$ cat src/rtl/sys_ctrl_pkg.sv
// Shared definitions for the system controller: command opcodes, operand addresses
// and the controller state encoding.
package sys_ctrl_pkg;

    localparam logic [7:0] CMD_RF_WR    = 8'hAA;
    localparam logic [7:0] CMD_RF_RD    = 8'hBB;
    localparam logic [7:0] CMD_ALU_OP   = 8'hCC;
    localparam logic [7:0] CMD_ALU_NOP  = 8'hDD;
    localparam logic [7:0] CMD_BURST_RD = 8'hBE;
    localparam logic [7:0] ERR_BYTE     = 8'hEE;

    localparam int unsigned OPA_ADDR = 32'd0;
    localparam int unsigned OPB_ADDR = 32'd1;

    typedef enum logic [4:0] {
        IDLE       = 5'd0,
        WAIT_ADDR  = 5'd1,
        WAIT_DATA  = 5'd2,
        RF_WR      = 5'd3,
        RF_RD_REQ  = 5'd4,
        RF_RD_WAIT = 5'd5,
        FIFO_PUSH  = 5'd6,
        WAIT_OPA   = 5'd7,
        WR_OPA     = 5'd8,
        WAIT_OPB   = 5'd9,
        WR_OPB     = 5'd10,
        WAIT_FUN   = 5'd11,
        ALU_CALC   = 5'd12,
        PUSH_LO    = 5'd13,
        PUSH_HI    = 5'd14,
        WAIT_CNT   = 5'd15,
        ERR_PUSH   = 5'd16
    } state_t;

    // States in which the controller is waiting for the next byte of a frame
    function automatic logic is_wait_state(input state_t s);
        case (s)
            WAIT_ADDR, WAIT_DATA, WAIT_OPA, WAIT_OPB, WAIT_FUN, WAIT_CNT: return 1'b1;
            default: return 1'b0;
        endcase
    endfunction

endpackage

$ cat src/rtl/sys_ctrl_burst_timeout.sv
// Inter-byte frame timeout: down-counter reloaded on load, decremented while enabled,
// expire flags an enabled cycle with the count already exhausted.
module frame_timeout_cnt #(
    parameter int TIMEOUT_CYC = 1024
) (
    input  logic i_CLK,
    input  logic i_RST,
    input  logic load,
    input  logic en,
    output logic expire
);

    localparam int CW = (TIMEOUT_CYC > 2) ? $clog2(TIMEOUT_CYC) : 1;
    localparam logic [CW-1:0] LOAD_VAL = CW'(TIMEOUT_CYC - 1);

    logic [CW-1:0] cnt_r;

    // Count register: reload has priority over decrement
    always_ff @(posedge i_CLK or posedge i_RST) begin
        if (i_RST) begin
            cnt_r <= '0;
        end else if (load) begin
            cnt_r <= LOAD_VAL;
        end else if (en && (cnt_r != '0)) begin
            cnt_r <= cnt_r - CW'(1);
        end
    end

    assign expire = en && !load && (cnt_r == '0);

endmodule

$ cat src/rtl/sys_ctrl_burst.sv
// System controller: decodes UART command frames into RegFile, ALU and TX FIFO traffic.
// Optional SYS_CTRL_ERR_RESP_EN: push 0xEE to the FIFO on frame errors and unknown commands.
module sys_ctrl_burst
    import sys_ctrl_pkg::*;
#(
    parameter int DATA_WIDTH    = 8,
    parameter int ADDR_WIDTH    = 4,
    parameter int ALU_FUN_WIDTH = 4,
    parameter int MAX_BURST     = 8,
    parameter int TIMEOUT_CYC   = 1024
) (
    input  logic                      i_CLK,
    input  logic                      i_RST,
    input  logic [DATA_WIDTH-1:0]     i_RX_P_DATA,
    input  logic                      i_RX_D_VLD,
    input  logic [DATA_WIDTH-1:0]     i_RdData,
    input  logic                      i_RdData_Valid,
    input  logic [2*DATA_WIDTH-1:0]   i_ALU_OUT,
    input  logic                      i_OUT_Valid,
    input  logic                      i_FIFO_FULL,
    output logic [ADDR_WIDTH-1:0]     o_Address,
    output logic [DATA_WIDTH-1:0]     o_WrData,
    output logic                      o_WrEn,
    output logic                      o_RdEn,
    output logic [ALU_FUN_WIDTH-1:0]  o_ALU_FUN,
    output logic                      o_ALU_EN,
    output logic                      o_CLK_EN,
    output logic [DATA_WIDTH-1:0]     o_FIFO_DATA,
    output logic                      o_WR_INC,
    output logic                      o_clk_div_en,
    output logic                      o_busy,
    output logic                      o_frame_err
);

    localparam int CNT_W = $clog2(MAX_BURST + 1);
    localparam logic [DATA_WIDTH-1:0] OP_WR    = DATA_WIDTH'(CMD_RF_WR);
    localparam logic [DATA_WIDTH-1:0] OP_RD    = DATA_WIDTH'(CMD_RF_RD);
    localparam logic [DATA_WIDTH-1:0] OP_ALU   = DATA_WIDTH'(CMD_ALU_OP);
    localparam logic [DATA_WIDTH-1:0] OP_NOP   = DATA_WIDTH'(CMD_ALU_NOP);
    localparam logic [DATA_WIDTH-1:0] OP_BURST = DATA_WIDTH'(CMD_BURST_RD);
    localparam logic [DATA_WIDTH-1:0] BURST_MAX_V = DATA_WIDTH'(MAX_BURST);
`ifdef SYS_CTRL_ERR_RESP_EN
    localparam state_t ERR_NEXT = ERR_PUSH;
`else
    localparam state_t ERR_NEXT = IDLE;
`endif

    state_t                    state_r, next_s;
    logic [DATA_WIDTH-1:0]     cmd_r, data_r, rd_r;
    logic [ADDR_WIDTH-1:0]     addr_r;
    logic [ALU_FUN_WIDTH-1:0]  fun_r;
    logic [CNT_W-1:0]          cnt_r;
    logic [2*DATA_WIDTH-1:0]   alu_r;
    logic                      err_s, err_r, tmo_expire_s, wait_s, cnt_bad_s;

    assign wait_s    = is_wait_state(state_r);
    assign cnt_bad_s = (i_RX_P_DATA == '0) || (i_RX_P_DATA > BURST_MAX_V);

    // Entering or leaving a wait state restarts the inter-byte window
    frame_timeout_cnt #(.TIMEOUT_CYC(TIMEOUT_CYC)) u_timeout (
        .i_CLK  (i_CLK),
        .i_RST  (i_RST),
        .load   (i_RX_D_VLD || !wait_s),
        .en     (wait_s),
        .expire (tmo_expire_s)
    );

    // State register
    always_ff @(posedge i_CLK or posedge i_RST) begin
        if (i_RST) begin
            state_r <= IDLE;
            err_r   <= 1'b0;
        end else begin
            state_r <= next_s;
            err_r   <= err_s;
        end
    end

    // Next-state decode; a timeout in any wait state wins over a missing byte
    always_comb begin
        next_s = state_r;
        err_s  = 1'b0;
        if (wait_s && tmo_expire_s) begin
            err_s  = 1'b1;
            next_s = ERR_NEXT;
        end else begin
            case (state_r)
                IDLE: begin
                    if (i_RX_D_VLD) begin
                        case (i_RX_P_DATA)
                            OP_WR, OP_RD, OP_BURST: next_s = WAIT_ADDR;
                            OP_ALU:                 next_s = WAIT_OPA;
                            OP_NOP:                 next_s = WAIT_FUN;
                            default:                next_s = ERR_NEXT;
                        endcase
                    end else begin
                        next_s = IDLE;
                    end
                end
                WAIT_ADDR: begin
                    if (!i_RX_D_VLD)            next_s = WAIT_ADDR;
                    else if (cmd_r == OP_WR)    next_s = WAIT_DATA;
                    else if (cmd_r == OP_RD)    next_s = RF_RD_REQ;
                    else                        next_s = WAIT_CNT;
                end
                WAIT_DATA:  next_s = i_RX_D_VLD ? RF_WR  : WAIT_DATA;
                WAIT_OPA:   next_s = i_RX_D_VLD ? WR_OPA : WAIT_OPA;
                WAIT_OPB:   next_s = i_RX_D_VLD ? WR_OPB : WAIT_OPB;
                WAIT_FUN:   next_s = i_RX_D_VLD ? ALU_CALC : WAIT_FUN;
                WAIT_CNT: begin
                    if (!i_RX_D_VLD) begin
                        next_s = WAIT_CNT;
                    end else if (cnt_bad_s) begin
                        err_s  = 1'b1;
                        next_s = ERR_NEXT;
                    end else begin
                        next_s = RF_RD_REQ;
                    end
                end
                RF_WR:      next_s = IDLE;
                WR_OPA:     next_s = WAIT_OPB;
                WR_OPB:     next_s = WAIT_FUN;
                RF_RD_REQ:  next_s = RF_RD_WAIT;
                RF_RD_WAIT: next_s = i_RdData_Valid ? FIFO_PUSH : RF_RD_WAIT;
                FIFO_PUSH: begin
                    if (i_FIFO_FULL)        next_s = FIFO_PUSH;
                    else if (cnt_r != '0)   next_s = RF_RD_REQ;
                    else                    next_s = IDLE;
                end
                ALU_CALC:   next_s = i_OUT_Valid ? PUSH_LO : ALU_CALC;
                PUSH_LO:    next_s = i_FIFO_FULL ? PUSH_LO : PUSH_HI;
                PUSH_HI:    next_s = i_FIFO_FULL ? PUSH_HI : IDLE;
                ERR_PUSH:   next_s = i_FIFO_FULL ? ERR_PUSH : IDLE;
                default:    next_s = IDLE;
            endcase
        end
    end

    // Frame datapath: byte capture, burst address/count stepping, read and ALU results
    always_ff @(posedge i_CLK or posedge i_RST) begin
        if (i_RST) begin
            cmd_r  <= '0;
            data_r <= '0;
            rd_r   <= '0;
            addr_r <= '0;
            fun_r  <= '0;
            cnt_r  <= '0;
            alu_r  <= '0;
        end else begin
            case (state_r)
                IDLE: if (i_RX_D_VLD) begin
                    cmd_r <= i_RX_P_DATA;
                    cnt_r <= '0;
                end
                WAIT_ADDR: if (i_RX_D_VLD) addr_r <= i_RX_P_DATA[ADDR_WIDTH-1:0];
                WAIT_DATA: if (i_RX_D_VLD) data_r <= i_RX_P_DATA;
                WAIT_OPA: if (i_RX_D_VLD) begin
                    data_r <= i_RX_P_DATA;
                    addr_r <= ADDR_WIDTH'(OPA_ADDR);
                end
                WAIT_OPB: if (i_RX_D_VLD) begin
                    data_r <= i_RX_P_DATA;
                    addr_r <= ADDR_WIDTH'(OPB_ADDR);
                end
                WAIT_FUN: if (i_RX_D_VLD) fun_r <= i_RX_P_DATA[ALU_FUN_WIDTH-1:0];
                WAIT_CNT: if (i_RX_D_VLD) cnt_r <= CNT_W'(i_RX_P_DATA - DATA_WIDTH'(1));
                RF_RD_WAIT: if (i_RdData_Valid) rd_r <= i_RdData;
                FIFO_PUSH: if (!i_FIFO_FULL && (cnt_r != '0)) begin
                    cnt_r  <= cnt_r - CNT_W'(1);
                    addr_r <= addr_r + ADDR_WIDTH'(1);
                end
                ALU_CALC: if (i_OUT_Valid) alu_r <= i_ALU_OUT;
                default: ;
            endcase
        end
    end

    // Output decode from the registered state; FIFO pushes are gated by full
    always_comb begin
        o_WrEn      = 1'b0;
        o_RdEn      = 1'b0;
        o_ALU_EN    = 1'b0;
        o_CLK_EN    = 1'b0;
        o_WR_INC    = 1'b0;
        o_FIFO_DATA = '0;
        case (state_r)
            RF_WR, WR_OPA, WR_OPB: o_WrEn = 1'b1;
            RF_RD_REQ:             o_RdEn = 1'b1;
            ALU_CALC: begin
                o_ALU_EN = 1'b1;
                o_CLK_EN = 1'b1;
            end
            FIFO_PUSH: begin
                o_FIFO_DATA = rd_r;
                o_WR_INC    = !i_FIFO_FULL;
            end
            PUSH_LO: begin
                o_FIFO_DATA = alu_r[DATA_WIDTH-1:0];
                o_WR_INC    = !i_FIFO_FULL;
            end
            PUSH_HI: begin
                o_FIFO_DATA = alu_r[2*DATA_WIDTH-1:DATA_WIDTH];
                o_WR_INC    = !i_FIFO_FULL;
            end
            ERR_PUSH: begin
                o_FIFO_DATA = DATA_WIDTH'(ERR_BYTE);
                o_WR_INC    = !i_FIFO_FULL;
            end
            default: ;
        endcase
    end

    assign o_Address    = addr_r;
    assign o_WrData     = data_r;
    assign o_ALU_FUN    = fun_r;
    assign o_busy       = (state_r != IDLE);
    assign o_frame_err  = err_r;
    assign o_clk_div_en = 1'b1;

endmodule

$ cat config.mk
export PLATFORM = sky130hd
export DESIGN_NAME = sys_ctrl_burst
export DESIGN_NICKNAME = d
export VERILOG_FILES = /design/src/rtl/sys_ctrl_pkg.sv /design/src/rtl/sys_ctrl_burst_timeout.sv /design/src/rtl/sys_ctrl_burst.sv
export SDC_FILE = /design/constraint.sdc
export NUM_CORES = 1
export LEC_CHECK = 0
export ABC_AREA = 1
export CORE_UTILIZATION = 28
export DETAILED_ROUTE_END_ITERATION = 6
export SLEW_MARGIN = 20
export SYNTH_ARGS = -nofsm -noshare
export SYNTH_HDL_FRONTEND = slang
export SYNTH_HIERARCHICAL = 1
export SYNTH_SLANG_ARGS = --single-unit
$ cat constraint.sdc
create_clock -name i_CLK -period 2.8 [get_ports i_CLK]
set_input_delay 0.56 -clock i_CLK [delete_from_list [all_inputs] [get_ports i_CLK]]
set_output_delay 0.56 -clock i_CLK [all_outputs]
set_load 0.02 [all_outputs]
==> summary.log <==
qor: outcome.run_status finished clean
qor: finish.num-nets-final 628
qor: synthesis.post_synthesis_share_of_cell_area_spent_on_full_adders_half_adders_and_majority_gates 0.9033%
qor: timing.report.final.slew_viol_count 0
qor: clock_network.post_cts_buffers 0
qor: critical_path.cp.required 2.24 ns
qor: clock_network.numClockSinks 68
qor: global_route.first_global_vias 3686
qor: finish.final_core_utilization 37.11%
qor: clock_network.clk-insertion-delay-late 0.33 ns
qor: floorplan.die-area 15330 sq um
qor: timing.skew 0.005901 ns
qor: route.firstDrtPassIters 5
qor: finish.synthToLayoutAreaGrowth 29.81%
qor: route.route.detailed.vias_per_inst 4.661
qor: timing.hold_violations 0
qor: floorplan.io_pins 70
qor: min_path.holdCritPathClass reg -> reg
qor: power_and_ir_drop.max-vdd-ir-drop 379.0 uV
qor: synthesis.commonest_cells_post_synth 134 x sky130_fd_sc_hd__nand2_1, 68 x sky130_fd_sc_hd__dfrtp_1, 57 x sky130_fd_sc_hd__nor2_1, 47 x sky130_fd_sc_hd__inv_1, 44 x sky130_fd_sc_hd__nand3_1
qor: global_route.grt_max_degree 27
qor: placed_design.total_instance_count_after_detailed_placement 759
qor: finish.antenna-diode-count 0
qor: critical_path.endpoint_kind output pin
qor: synthesis.syn_avg_cell_area 8.132 sq um
qor: synthesis.yosysMostFrequentCell sky130_fd_sc_hd__nand2_1
qor: clock_network.ctsRootBufferMaster sky130_fd_sc_hd__clkbuf_16
qor: clock_network.postCtsHoldBufs 0
qor: clock_network.tritoncts.num_buffers 9
qor: timing.finalWorstPathRequiredPeriod 2.649 ns
qor: clock_network.htreeDepth 3
qor: synthesis.synth_xor_area_share 1.054%
qor: timing.max_fclk 377.6 MHz
qor: floorplan.core_box_area 14530 sq um
qor: critical_path.crit_path_start_kind flip-flop
qor: finish.multi_input_area 2165 sq um
qor: global_route.grt_util_all_layers 15.24%
qor: synthesis.synth_top_family_by_area simple AND/OR/NAND/NOR gates
qor: timing.worstMarginPinSlew 0.5156 ns
qor: critical_path.critPathKind reg -> out
qor: synthesis.async_flop_share 100.0%
qor: floorplan.die_w 123.8 microns
qor: synthesis.synth_flop_cell sky130_fd_sc_hd__dfrtp_1
qor: timing.setup_viol 0
qor: floorplan.std_cell_rows 44
qor: route.post-route-drc-count 0
qor: synthesis.mappedNetlistNets 552
qor: route.drtAntennaViolNets 0
qor: clock_network.tritoncts_clock_tree done
qor: synthesis.syn-cell-area 4155 sq um
qor: critical_path.critical_path_arrival 2.09 ns
qor: route.drt_wl_total 10.96 mm
qor: synthesis.yosys_warns 6
qor: clock_network.path_clk_slew 0.06 ns
qor: placed_design.gp_congestion 0.8849
qor: timing.post-route-period-util 94.59%
qor: floorplan.start_util 28.59%
qor: power_and_ir_drop.cellLeakagePower 2.744 nW
qor: route.detail_route.wl_per_cell 14.12 microns
qor: global_route.gr-total-overflow 0
qor: timing.grt_setup_unrepaired false
qor: synthesis.synth_top_area_share 40.95%
qor: route.dr_total_vias 3617
qor: synthesis.synth_compound_gate_area_share 9.515%
qor: finish.ratio_of_cells_with_drive_above_1_in_the_final_layout 17.91%
qor: floorplan.die_height 123.8 microns
qor: flow_run.drv_cap 0
qor: global_route.grt_antenna_before_repair 0
qor: timing.tns 0 ns
qor: timing.relSlewSlack 65.50%
qor: synthesis.synth.largest_area_cell sky130_fd_sc_hd__dfrtp_1
qor: critical_path.path_max_fanout 8
qor: synthesis.synth-seq-cells 68
qor: finish.layout.cells.non_filler 776
qor: global_route.grt_pass1_wl 17.83 mm
qor: synthesis.syn-instance-count 511
qor: synthesis.post_synth_main_area_contributors sky130_fd_sc_hd__dfrtp_1 41%, sky130_fd_sc_hd__nand2_1 12%, sky130_fd_sc_hd__nand3_1 5.3%
qor: synthesis.synth_mux_area_share 7.407%
qor: placed_design.place.detailed.hpwl 8.176 mm
qor: clock_network.max_root_sink_buffers 2
qor: synthesis.post_synth_and_or_nand_nor_area_fraction 32.73%
qor: power_and_ir_drop.power_density 988.1 nW/um^2
qor: finish.final.fill_count 1504
qor: synthesis.synth_cell_type_count 34
qor: route.detailedRoute.firstIterationViolations 183
qor: finish.final-seq-area 1703 sq um
qor: synthesis.yosysSeqAreaShare 40.95%
qor: placed_design.io_buffers 68
qor: synthesis.synth_edf_count 0
-- stage by stage --
step	cell area [sq um]	power [mW]	setup slack (ns)	hold WS, ns
final	5394	5.330	0.1514	0.4796
after global routing	5394	5.707	0.04307	0.5089
after CTS	5369	5.372	0.02854	0.4844
after detailed placement	5027	4.092	0.2693	0.4739
after global placement	5027	4.041	0.3098	0.4652
after floorplan	4155	3.336	0.4469	0.4002
-- worst max-delay path: stages, from the launching register on --
cell	delay, ns
sky130_fd_sc_hd__dfrtp_1	0.51
sky130_fd_sc_hd__nor2_1	0.31
sky130_fd_sc_hd__nand3_1	0.17
sky130_fd_sc_hd__nand3_1	0.15
sky130_fd_sc_hd__clkdlybuf4s50_1	0.61
-- final cells by class --
cell class,count,share of cell area [%]
multi-input combinational,378,40.13
sequential,68,31.57
timing repair buffer,77,14.22
clock buffer,11,4.500
tap,184,4.268
inverter,53,3.735
clock inverter,5,1.577
-- kinds of logic (layout without fill, tap and decap cells) --
group                    count (synthesis)  in the layout
XOR/XNOR                                 5              5
flip-flops                              68             68
AO/OA/AOI/OAI                           62             62
adder cells (fa/ha/maj)                  3              3
buffers and inverters                   66            146
other                                    1              1
AND/OR/NAND/NOR                        282            283
multiplexers                            24             24
-- timing repair --
action | CTS | global route
setup endpoints to repair | 9 | 8
gates resized for setup | 4 | 10
cloned | 1 | 0
pin swaps | 1 | 0
-- path summary, 6_finish.rpt --
kind | start | depth (start not counted) | slack, ns | to
worst max-delay path | state_r[2]$_DFF_PP0_ | 4 | 0.15 | o_WrEn
worst min-delay path | o_WrData[1]$_DFFE_PP0P_ | 2 | 0.48 | o_WrData[1]$_DFFE_PP0P_
worst max register to register | state_r[3]$_DFF_PP0_ | 13 | 0.49 | state_r[2]$_DFF_PP0_
worst min register to register | o_WrData[1]$_DFFE_PP0P_ | 2 | 0.48 | o_WrData[1]$_DFFE_PP0P_
max in group asynchronous | i_RST | 3 | 1.53 | cmd_r[2]$_DFFE_PP0P_
min in group asynchronous | i_RST | 2 | 0.58 | state_r[3]$_DFF_PP0_
-- placed cells by master (no fill, tap or decap), types with 2 or more instances in the layout --
cell type	count
sky130_fd_sc_hd__a22oi_1	8
sky130_fd_sc_hd__inv_2	7
sky130_fd_sc_hd__ha_1	3
sky130_fd_sc_hd__nand2_1	134
sky130_fd_sc_hd__nand3_1	43
sky130_fd_sc_hd__nand3_2	3
sky130_fd_sc_hd__nor2_2	5
sky130_fd_sc_hd__clkdlybuf4s50_1	59
sky130_fd_sc_hd__dfrtp_1	67
sky130_fd_sc_hd__o21ai_2	13
sky130_fd_sc_hd__mux2_2	14
sky130_fd_sc_hd__inv_1	45
sky130_fd_sc_hd__clkbuf_16	9
sky130_fd_sc_hd__nor3_1	3
sky130_fd_sc_hd__nor2_4	13
sky130_fd_sc_hd__nand2_4	5
sky130_fd_sc_hd__nand4_1	11
sky130_fd_sc_hd__nand2_2	5
sky130_fd_sc_hd__xnor2_1	2
sky130_fd_sc_hd__xor2_1	3
sky130_fd_sc_hd__buf_4	9
sky130_fd_sc_hd__bufinv_16	2
sky130_fd_sc_hd__nor2_1	57
sky130_fd_sc_hd__a21oi_1	10
sky130_fd_sc_hd__dlymetal6s2s_1	8
sky130_fd_sc_hd__o21ai_0	21
sky130_fd_sc_hd__o21ai_1	6
sky130_fd_sc_hd__mux2_4	10
sky130_fd_sc_hd__nand3_4	3
sky130_fd_sc_hd__clkinv_4	2
sky130_fd_sc_hd__o22ai_1	2
-- per-layer routing --
layer / vias up / share of wire (%) / GRT usage, %
li1: 1813 / - / -
met1: 1714 / 46 / 19.58
met2: 77 / 47 / 24.62
met3: 13 / 4.6 / 3.480
met4: 0 / 2.2 / 6.175
met5: - / 0 / 0
-- state kept, by name, indices dropped and copies added, names as in the netlist --
name,cells
rd_r,8
o_frame_err,1
o_Address,4
state_r,5
o_ALU_FUN,4
o_WrData,8
cnt_r,4
u_timeout/cnt_r,10
cmd_r,8
alu_r,16
-- report_power, final --
part	internal [mW]	leakage (nW)	switching (mW)
combinational	1.01	1.76	1.35
clock	0.807	0.156	0.433
sequential	1.40	0.826	0.333
total	3.21	2.74	2.11
No activity file was read; power rests on OpenSTA's default activity.
